<file path="config.mk">
export PLATFORM = sky130hd
export DESIGN_NAME = ship_controller_flat
export DESIGN_NICKNAME = d
export VERILOG_FILES = /design/src/rtl/ship_controller_if.sv /design/src/rtl/ship_controller.sv /design/src/flat_wrapper.sv
export SDC_FILE = /design/constraint.sdc
export NUM_CORES = 1
export LEC_CHECK = 0
export ABC_AREA = 0
export BUFFER_PORTS_ARGS = -buffer_cell sky130_fd_sc_hd__buf_2
export CAP_MARGIN = 20
export CORE_MARGIN = 5
export CORE_UTILIZATION = 40
export CTS_BUF_LIST = sky130_fd_sc_hd__clkbuf_8
export CTS_CLUSTER_DIAMETER = 200
export DETAILED_ROUTE_END_ITERATION = 16
export GPL_TIMING_DRIVEN = 0
export PLACE_DENSITY = 0.72
export SLEW_MARGIN = 20
export SYNTH_ARGS = -nofsm -noshare
export SYNTH_HDL_FRONTEND = slang
export SYNTH_SLANG_ARGS = --single-unit
</file>
<file path="constraint.sdc">
create_clock -name clk_60hz -period 6.6 [get_ports clk_60hz]
set_clock_uncertainty 0.05 [all_clocks]
set_input_delay 0.99 -clock clk_60hz [delete_from_list [all_inputs] [get_ports clk_60hz]]
set_output_delay 0.99 -clock clk_60hz [all_outputs]
set_load 0.005 [all_outputs]
</file>
<file path="src/rtl/ship_controller_if.sv">
// Shot handshake between the player ship and the bullet engine.
interface ship_controller_if;
  logic       shot_valid;
  logic [9:0] shot_x;
  logic       shot_ack;

  modport master (output shot_valid, output shot_x, input shot_ack);
  modport slave  (input shot_valid, input shot_x, output shot_ack);
endinterface

</file>
<file path="src/rtl/ship_controller.sv">
// Player ship: movement, magazine with fire/ack handshake, reload and
// hit/respawn sequencing, plus the sprite pixel for the VGA mux.
//
// state  | meaning
// READY  | idle, a fire edge with ammo left issues a shot
// SHOT   | shot_valid held until the bullet engine acknowledges
// RELOAD | magazine empty, refilled after RELOAD_FRAMES frames
// DEAD   | ship hit, sprite blinks, respawns after RESPAWN_FRAMES frames
module ship_controller #(
  parameter int START_X        = 320,
  parameter int START_Y        = 240,
  parameter int X_MIN          = 30,
  parameter int X_MAX          = 608,
  parameter int SPEED          = 3,
  parameter int AMMO           = 4,
  parameter int RELOAD_FRAMES  = 30,
  parameter int RESPAWN_FRAMES = 90
) (
  input  logic                      clk_60hz,
  input  logic                      reset,
  input  logic                      left,
  input  logic                      right,
  input  logic                      fire,
  input  logic                      hit,
  input  logic [9:0]                px,
  input  logic [9:0]                py,
  ship_controller_if.master         bus,
  output logic                      pixel,
  output logic [9:0]                ship_x_center,
  output logic [2:0]                ammo_count,
  output logic                      alive
);

  // Timer must cover the longer of the two waits; at least 4 bits for the blink tap.
  localparam int T_MAX = (RELOAD_FRAMES > RESPAWN_FRAMES) ? RELOAD_FRAMES : RESPAWN_FRAMES;
  localparam int TW    = ($clog2(T_MAX) < 4) ? 4 : $clog2(T_MAX);

  typedef enum logic [1:0] {
    READY  = 2'd0,
    SHOT   = 2'd1,
    RELOAD = 2'd2,
    DEAD   = 2'd3
  } state_t;

  state_t        state_q, state_nxt;
  logic [9:0]    ship_x_q, ship_x_nxt;
  logic [2:0]    ammo_q, ammo_nxt;
  logic          shot_valid_q, shot_valid_nxt;
  logic [9:0]    shot_x_q, shot_x_nxt;
  logic [TW-1:0] timer_q, timer_nxt;
  logic          fire_q;
  logic          fire_edge;

  assign fire_edge = fire && !fire_q;

  // Frame registers, asynchronously cleared to the power-on position and full magazine.
  always_ff @(posedge clk_60hz or posedge reset) begin
    if (reset) begin
      state_q      <= READY;
      ship_x_q     <= 10'(START_X);
      ammo_q       <= 3'(AMMO);
      shot_valid_q <= 1'b0;
      shot_x_q     <= 10'd0;
      timer_q      <= '0;
      fire_q       <= 1'b0;
    end else begin
      state_q      <= state_nxt;
      ship_x_q     <= ship_x_nxt;
      ammo_q       <= ammo_nxt;
      shot_valid_q <= shot_valid_nxt;
      shot_x_q     <= shot_x_nxt;
      timer_q      <= timer_nxt;
      fire_q       <= fire;
    end
  end

  // Next-state and datapath: hit beats ack/reload/respawn, which beat fire.
  always_comb begin
    state_nxt      = state_q;
    ship_x_nxt     = ship_x_q;
    ammo_nxt       = ammo_q;
    shot_valid_nxt = shot_valid_q;
    shot_x_nxt     = shot_x_q;
    timer_nxt      = timer_q;

    // Saturating movement; compare in 11 bits before subtracting so nothing wraps.
    if (state_q != DEAD) begin
      if (left) begin
        if ({1'b0, ship_x_q} >= 11'(X_MIN + SPEED))
          ship_x_nxt = ship_x_q - 10'(SPEED);
        else
          ship_x_nxt = 10'(X_MIN);
      end else if (right) begin
        if ({1'b0, ship_x_q} + 11'(SPEED) > 11'(X_MAX))
          ship_x_nxt = 10'(X_MAX);
        else
          ship_x_nxt = ship_x_q + 10'(SPEED);
      end
    end

    if (state_q != DEAD && hit) begin
      // A pending shot is simply dropped; the magazine is not charged for it.
      state_nxt      = DEAD;
      shot_valid_nxt = 1'b0;
      timer_nxt      = '0;
    end else begin
      case (state_q)
        READY: begin
          if (fire_edge && ammo_q != 3'd0) begin
            state_nxt      = SHOT;
            shot_valid_nxt = 1'b1;
            shot_x_nxt     = ship_x_q + 10'd16;
          end
        end
        SHOT: begin
          if (bus.shot_ack) begin
            shot_valid_nxt = 1'b0;
            ammo_nxt       = ammo_q - 3'd1;
            if (ammo_q == 3'd1) begin
              state_nxt = RELOAD;
              timer_nxt = '0;
            end else begin
              state_nxt = READY;
            end
          end
        end
        RELOAD: begin
          if (timer_q == TW'(RELOAD_FRAMES - 1)) begin
            ammo_nxt  = 3'(AMMO);
            state_nxt = READY;
          end else begin
            timer_nxt = timer_q + 1'b1;
          end
        end
        DEAD: begin
          if (timer_q == TW'(RESPAWN_FRAMES - 1)) begin
            ship_x_nxt = 10'(START_X);
            ammo_nxt   = 3'(AMMO);
            state_nxt  = READY;
          end else begin
            timer_nxt = timer_q + 1'b1;
          end
        end
        default: state_nxt = READY;
      endcase
    end
  end

  assign bus.shot_valid = shot_valid_q;
  assign bus.shot_x     = shot_x_q;
  assign ammo_count     = ammo_q;
  assign alive          = (state_q != DEAD);
  assign ship_x_center  = ship_x_q + 10'd16;

  logic       in_x, in_y;
  logic [9:0] col, row;
  logic [9:0] lo, hi;
  logic       body_on, slot_dark, visible;

  // Sprite lookup: 12-row hull with ammo slots punched dark while rounds remain.
  always_comb begin
    in_x      = (px >= ship_x_q);
    in_y      = (py >= 10'(START_Y));
    col       = px - ship_x_q;
    row       = py - 10'(START_Y);
    lo        = 10'd0;
    hi        = 10'd0;
    slot_dark = 1'b0;

    case (row)
      10'd0, 10'd11:                    begin lo = 10'd10; hi = 10'd22; end
      10'd1, 10'd10:                    begin lo = 10'd6;  hi = 10'd26; end
      10'd2, 10'd9:                     begin lo = 10'd4;  hi = 10'd28; end
      10'd3, 10'd4, 10'd5, 10'd6,
      10'd7, 10'd8:                     begin lo = 10'd2;  hi = 10'd30; end
      default:                          begin lo = 10'd1;  hi = 10'd0;  end
    endcase

    body_on = in_x && in_y && (row < 10'd12) && (col >= lo) && (col <= hi);

    if (row >= 10'd4 && row <= 10'd8) begin
      for (int i = 0; i < AMMO; i++) begin
        if ((col == 10'(11 + 3 * i) || col == 10'(12 + 3 * i)) && (3'(i) < ammo_q))
          slot_dark = 1'b1;
      end
    end

    visible = (state_q != DEAD) || timer_q[3];
    pixel   = visible && body_on && !slot_dark;
  end

endmodule

</file>
<file path="src/flat_wrapper.sv">
// flat-port wrapper written by rule: the top's interface ports become plain ports
module ship_controller_flat 
#(
  parameter int START_X        = 320,
  parameter int START_Y        = 240,
  parameter int X_MIN          = 30,
  parameter int X_MAX          = 608,
  parameter int SPEED          = 3,
  parameter int AMMO           = 4,
  parameter int RELOAD_FRAMES  = 30,
  parameter int RESPAWN_FRAMES = 90
)
  (clk_60hz, reset, left, right, fire, hit, px, py, pixel, ship_x_center, ammo_count, alive, bus_shot_valid, bus_shot_x, bus_shot_ack);
  ship_controller_if bus_i ();
  input  logic clk_60hz;
  input  logic reset;
  input  logic left;
  input  logic right;
  input  logic fire;
  input  logic hit;
  input  logic [9:0] px;
  input  logic [9:0] py;
  output logic pixel;
  output logic [9:0] ship_x_center;
  output logic [2:0] ammo_count;
  output logic alive;
  output wire logic [$bits(bus_i.shot_valid)-1:0] bus_shot_valid;
  output wire logic [$bits(bus_i.shot_x)-1:0] bus_shot_x;
  input wire logic [$bits(bus_i.shot_ack)-1:0] bus_shot_ack;
  assign bus_shot_valid = bus_i.shot_valid;
  assign bus_shot_x = bus_i.shot_x;
  assign bus_i.shot_ack = bus_shot_ack;
  ship_controller #(.START_X(START_X), .START_Y(START_Y), .X_MIN(X_MIN), .X_MAX(X_MAX), .SPEED(SPEED), .AMMO(AMMO), .RELOAD_FRAMES(RELOAD_FRAMES), .RESPAWN_FRAMES(RESPAWN_FRAMES)) u_core (.clk_60hz(clk_60hz), .reset(reset), .left(left), .right(right), .fire(fire), .hit(hit), .px(px), .py(py), .bus(bus_i), .pixel(pixel), .ship_x_center(ship_x_center), .ammo_count(ammo_count), .alive(alive));
endmodule
</file>
After elaboration in Yosys (flattened, before gate mapping)
Memory sizes are Yosys's and may differ from the RTL's.
Index checks and enable logic that the tools add are counted.

operators by class
  equal/unequal tests = 25
  order comparisons = 13
  $add $sub $neg = 8
  multiplexer cells = 35
  bitwise gates (word level) = 1
  reduce and logical (&&, ||, !) cells = 32

operators by type and width
  cell                                                             number
  2-to-1 mux 10 bit                                                8
  equality test 10 x 4 -> 1 bit, second input constant             4
  equality test 10 x 5 -> 1 bit, second input constant             4
  2-to-1 mux 7 bit                                                 5
  one-hot mux 7 bit (3 select lines)                               1
  >= comparator 10 bit                                             2
  2-to-1 mux 20 bit                                                1
  logical AND 1 bit                                                14
  2-to-1 mux 2 bit                                                 6
  inequality test 3 x 1 -> 1 bit, second input constant            4
  adder 10 x 2 -> 11 bit, second input constant                    1
  > comparator 11 x 10 -> 1 bit, second input constant             1
  adder 10 x 2 -> 10 bit, second input constant                    1
  adder 10 x 5 -> 10 bit, second input constant                    1
  >= comparator 10 x 3 -> 1 bit, second input constant             1
  >= comparator 10 x 6 -> 1 bit, second input constant             1
  >= comparator 10 x 8 -> 1 bit, second input constant             1
  less-or-equal comparator 10 bit                                  1
  less-or-equal comparator 10 x 4 -> 1 bit, second input constant  1
  < comparator 10 x 4 -> 1 bit, second input constant              1
  AND reduction 5 bit                                              2
  subtractor 10 bit                                                1
  subtractor 10 x 2 -> 10 bit, second input constant               1
  subtractor 10 x 8 -> 10 bit, second input constant               1
  other kinds (26)                                                 50

word-level totals
  flip-flop bits (word level) = 34
  output and inout port bits = 26
  ROM bits = 128
  bits of input ports = 27
  logic and storage cells = 122
  memories kept = 1

memory list
  memory            depth  width  rd ports  clocked after memory_dff  wr ports  RTL line                source
  (name not given)  16     8      1         0                         0         ship_controller.sv:170  case (row)

Longest topological paths before layout
  depth in word-level cells = 11
  gate-level depth with buffers = 14
  depth with buffers taken out = 14

Worst setup path before layout
OpenSTA, ideal clock, no wires.

  kind = input-to-output
  start point = input px[0]
  end point = output pixel
  arrival = 3034 ps
  stages = 14
  setup slack = 2526 ps
  required time = 5560 ps
  buffers on the path = 0
  cells stage by stage = inv_1 ha_1 inv_1 fa_1 nand3_1 nand2_1 xnor2_1 inv_1 ha_1 a21oi_1 o21ai_0 a21boi_0 nand4b_1 nor3_1

on the way
  word-level cells in the longest chain between the ends = 11
  elaborated cells between the ends (all ways) = 32
  those cells by class = add/sub (1); order compare (3); eq/ne (8); mux (5); reduce/logical (15)

ends and longest elaborated chain
  item                            RTL line                source
  start: declaration              flat_wrapper.sv:21      input logic [9:0] px;
  subtractor 10 bit               ship_controller.sv:164  col = px - ship_x_q;
  equality test 10 x 4 -> 1 bit   ship_controller.sv:183  if ((col == 10'(11 + 3 * i) || col == 10'(12 + 3 * i)) && (3'(i) < ammo_q))
  logical OR 1 bit                ship_controller.sv:183
  logical AND 1 bit               ship_controller.sv:183
  2-to-1 mux 1 bit (4 in series)  ship_controller.sv:183
  2-to-1 mux 1 bit                ship_controller.sv:181  if (row >= 10'd4 && row <= 10'd8) begin
  zero test 1 bit                 ship_controller.sv:189  pixel = visible && body_on && !slot_dark;
  logical AND 1 bit *             ship_controller.sv:189
  end: declaration                flat_wrapper.sv:23      output logic pixel;

Mark *: on every way between the ends. The rest lies on a longest branch, timed or not.

Worst setup path after layout
Ends and elaborated chain as after synthesis.

==> impl_metrics.py <==
metrics = {
    "detailed_routing": {
        "ant_nets": 0,
        "drc": 0,
        "drt-initial-drc-count": 417,
        "route.detailed.vias_per_inst": 5.88,
        "wirelength_um": 9650,
        "first_pass_iters": 5,
        "wl_per_cell_um": 16.0,
        "via_count": 3548,
    },
    "worst_setup_path": {
        "crit_fanout": 3,
        "path_class": "in2out",
        "rr_endpoint": "u_core.ship_x_q[7]$_DFF_PP0_",
        "reg2reg_setup_slack_ns": 3.42,
        "endpoint_kind": "primary output",
        "rr_startpoint": "u_core.ship_x_q[1]$_DFF_PP0_",
        "r2r.worst_path.cells": 9,
        "crit_arrival_ns": 3.63,
        "cp.required_ns": 5.56,
        "cp-start-kind": "input pin",
    },
    "power": {
        "power_density_mw_per_mm2": 481,
        "power.switching_w": 0.000947,
        "power_frac_comb_pct": 68.2,
        "internal_power_w": 0.000983,
        "clkPwrFrac_pct": 13.0,
        "seqPwrFrac_pct": 18.8,
        "power_leakage_nw": 1.77,
        "sw_frac_of_total_pct": 49.1,
        "ir_worst_vdd_uv": 195,
    },
    "yosys": {
        "netlist_instances": 438,
        "syn-num-nets": 505,
        "synth_flop_cell": "dfrtp_1",
        "ys_seq_area_share_pct": 24.5,
        "synthXorXnorAreaFrac_pct": 3.26,
        "netlist_area_mm2": 0.00349,
        "avgSynthCellArea_um2": 7.96,
        "synthAdderAreaFrac_pct": 14.6,
        "async_flop_share_pct": 100,
        "yosysWarnings": 0,
        "synth_mux_area_share_pct": 2.51,
        "synth_top_family_by_area": "compound AO/OA/AOI/OAI gates",
        "ys_ff_latch": 34,
        "synth-simple-area-share_pct": 19.7,
        "synth_edf_count": 0,
        "ys_types": 71,
        "synth_compound_area_share_pct": 28.1,
    },
    "floorplanning": {
        "fp.dieH_um": 103,
        "core_area_mm2": 0.00859,
        "io_pins": 53,
        "rows": 34,
        "fp.dieW_um": 103,
        "initial_core_util_pct": 40.6,
        "dieArea_mm2": 0.0107,
    },
    "layout": {
        "drive_gt1_share_pct": 17.8,
        "final_nets": 561,
        "diodes": 0,
        "fin_util_pct": 46.7,
        "final_cell_mix": "buf_2 (54), o21ai_0 (41), nand2_1 (39), ha_1 (39), inv_1 (33)",
        "fillCellCount": 833,
        "area_growth_pct": 15.0,
        "final_common_cell": "buf_2",
        "final_cells": 603,
    },
    "clock_network": {
        "post_cts_buffers": 0,
        "cts_root_buffer": "clkbuf_8",
        "h-tree-depth": 2,
        "cts_tree": "built",
        "numClockSinks": 34,
        "insertion_delay_ns": 0.30,
        "path_clk_slew_ns": 0.07,
        "clk_path_buf_depth": 2,
        "cts_made_buffers": 5,
        "postCtsResizedCells": 0,
        "cts_hold_buf": 0,
    },
    "global_route": {
        "grt.total_usage_pct": 18.8,
        "grt_overflow": 0,
        "grt_pass1_wl_um": 16100,
        "antenna_found_initial": 0,
        "grt_pass1_vias": 3342,
        "grt_max_degree": 35,
    },
    "timing": {
        "fmax_ghz": 0.214,
        "drv_slew": 0,
        "setup_viol": 0,
        "finalSetupTns_ns": 0,
        "worst_slew_pin_slew_ns": 0.740,
        "relSlewSlack_pct": 50.6,
        "fin_ws_ns": 1.93,
        "fin_crit_ns": 4.67,
        "rsz0062_at_grt": "no",
        "finalHoldViolCount": 0,
        "finalCritPeriodShare_pct": 70.8,
    },
    "place": {
        "dpl.hpwl_um": 7270,
        "gp_congestion": 0.918,
        "port_buffers": 49,
        "pre_cts_ws_ns": 1.92,
        "dp.cells": 595,
    },
    "status": {
        "status": "finished, final reports clean",
    },
    "worst_hold_path": {
        "hold_depth": 2,
        "min_from": "u_core.bus.shot_x[1]$_DFFE_PP0P_",
        "whs_endpoint": "u_core.bus.shot_x[1]$_DFFE_PP0P_",
        "hold_path.class": "reg2reg",
    },
    "run": {
        "cap_violations": 0,
    },
}
Yosys cell counts (3+ instances only):
library cell	n	area, um^2
a211oi_1	4	30.0
a21boi_0	3	22.5
a21o_1	4	30.0
a21oi_1	31	155
a311oi_1	5	43.8
a31oi_1	8	50.1
and3_1	3	18.8
buf_2	5	25.0
buf_4	4	30.0
clkbuf_1	15	56.3
dfrtp_1	31	776
dfstp_2	3	78.8
ha_1	39	488
inv_1	34	128
mux2_2	6	67.6
nand2_1	39	146
nand2b_1	4	25.0
nand3_1	20	100
nand4_1	3	18.8
nor2_1	25	93.8
nor2b_1	8	50.1
nor3_1	11	55.1
o211ai_1	5	37.5
o21a_1	4	30.0
o21ai_0	41	205
o31ai_1	9	67.6
or2_2	4	25.0
xnor2_1	11	96.3
logic make-up (layout without fill, tap and decap cells):
kind of cell / after synthesis / count (layout)
xor gates and xnor gates: 13 / 13
and+or+nand+nor: 135 / 135
adders and majority gates: 40 / 40
buffers and inverters: 61 / 118
DFF: 34 / 34
AOI/OAI and AO/OA: 147 / 147
muxes: 8 / 8
metrics by stage:
stage	total power, W	hold slack [ns]	cell area (um^2)
6_report	0.00193	0.427	4010
5_1_grt	0.00212	0.456	4010
4_1_cts	0.00191	0.435	4010
3_5_place_dp	0.00165	0.417	3870
3_3_place_gp	0.00162	0.406	3870
2_1_floorplan	0.00131	0.409	3490
sequential cells by signal, summed over array words and instances, names as in the netlist:
signal and cells:
u_core.fire_q 1, u_core.bus.shot_valid 1, u_core.bus.shot_x 10, u_core.timer_q 7, u_core.state_q 2, u_core.ship_x_q 10, u_core.ammo_count 3
worst max-delay path by stage:
stage | startpoint | endpoint | slack [ns] | depth (start not counted)
3_5_place_dp | px[0] | pixel | 1.92 | 16
4_1_cts | px[0] | pixel | 1.92 | 16
2_1_floorplan | px[0] | pixel | 2.53 | 14
6_report | px[0] | pixel | 1.93 | 16
3_3_place_gp | px[0] | pixel | 1.94 | 16
5_1_grt | u_core.ship_x_q[1]$_DFF_PP0_ | pixel | 1.66 | 14
layer usage:
layer	track usage, %	vias up	wire, um
met2	29.7	170	4280
met5	0	-	0
met3	3.09	23	816
li1	-	1712	-
met4	4.78	0	149
met1	26.8	1643	4400
worst max-delay path, stage by stage:
cell      delay (ns)
buf_2           0.09
inv_1           0.04
ha_1            0.16
inv_1           0.05
fa_1            0.39
nand3_1         0.13
nand2_1         0.10
xnor2_1         0.28
inv_1           0.09
ha_1            0.34
a21oi_1         0.15
o21ai_0         0.09
a21boi_0        0.20
nand4b_1        0.14
nor3_1          0.23
buf_2           0.15
final cells by class:
cell class              instances  area, um^2  area share, %
repair buffers                 49         245           6.11
plain buffers                  25         123           3.06
clock inverters                 2        60.1           1.50
clock buffers                   6        82.6           2.06
flip-flops and latches         34         855           21.3
inverters                      36         135           3.37
well taps                     108         135           3.37
multi-input cells             343        2380           59.2
power groups by stage:
stage | registers, W | clock network (W) | logic [W]
finish | 0.000363 | 0.000250 | 0.00132
global route | 0.000376 | 0.000261 | 0.00148
global placement | 0.000362 | 0 | 0.00126
CTS | 0.000364 | 0.000254 | 0.00130
detailed placement | 0.000368 | 0 | 0.00128
floorplan | 0.000354 | 0 | 0.000953
Power figures use the tool's default switching activity.
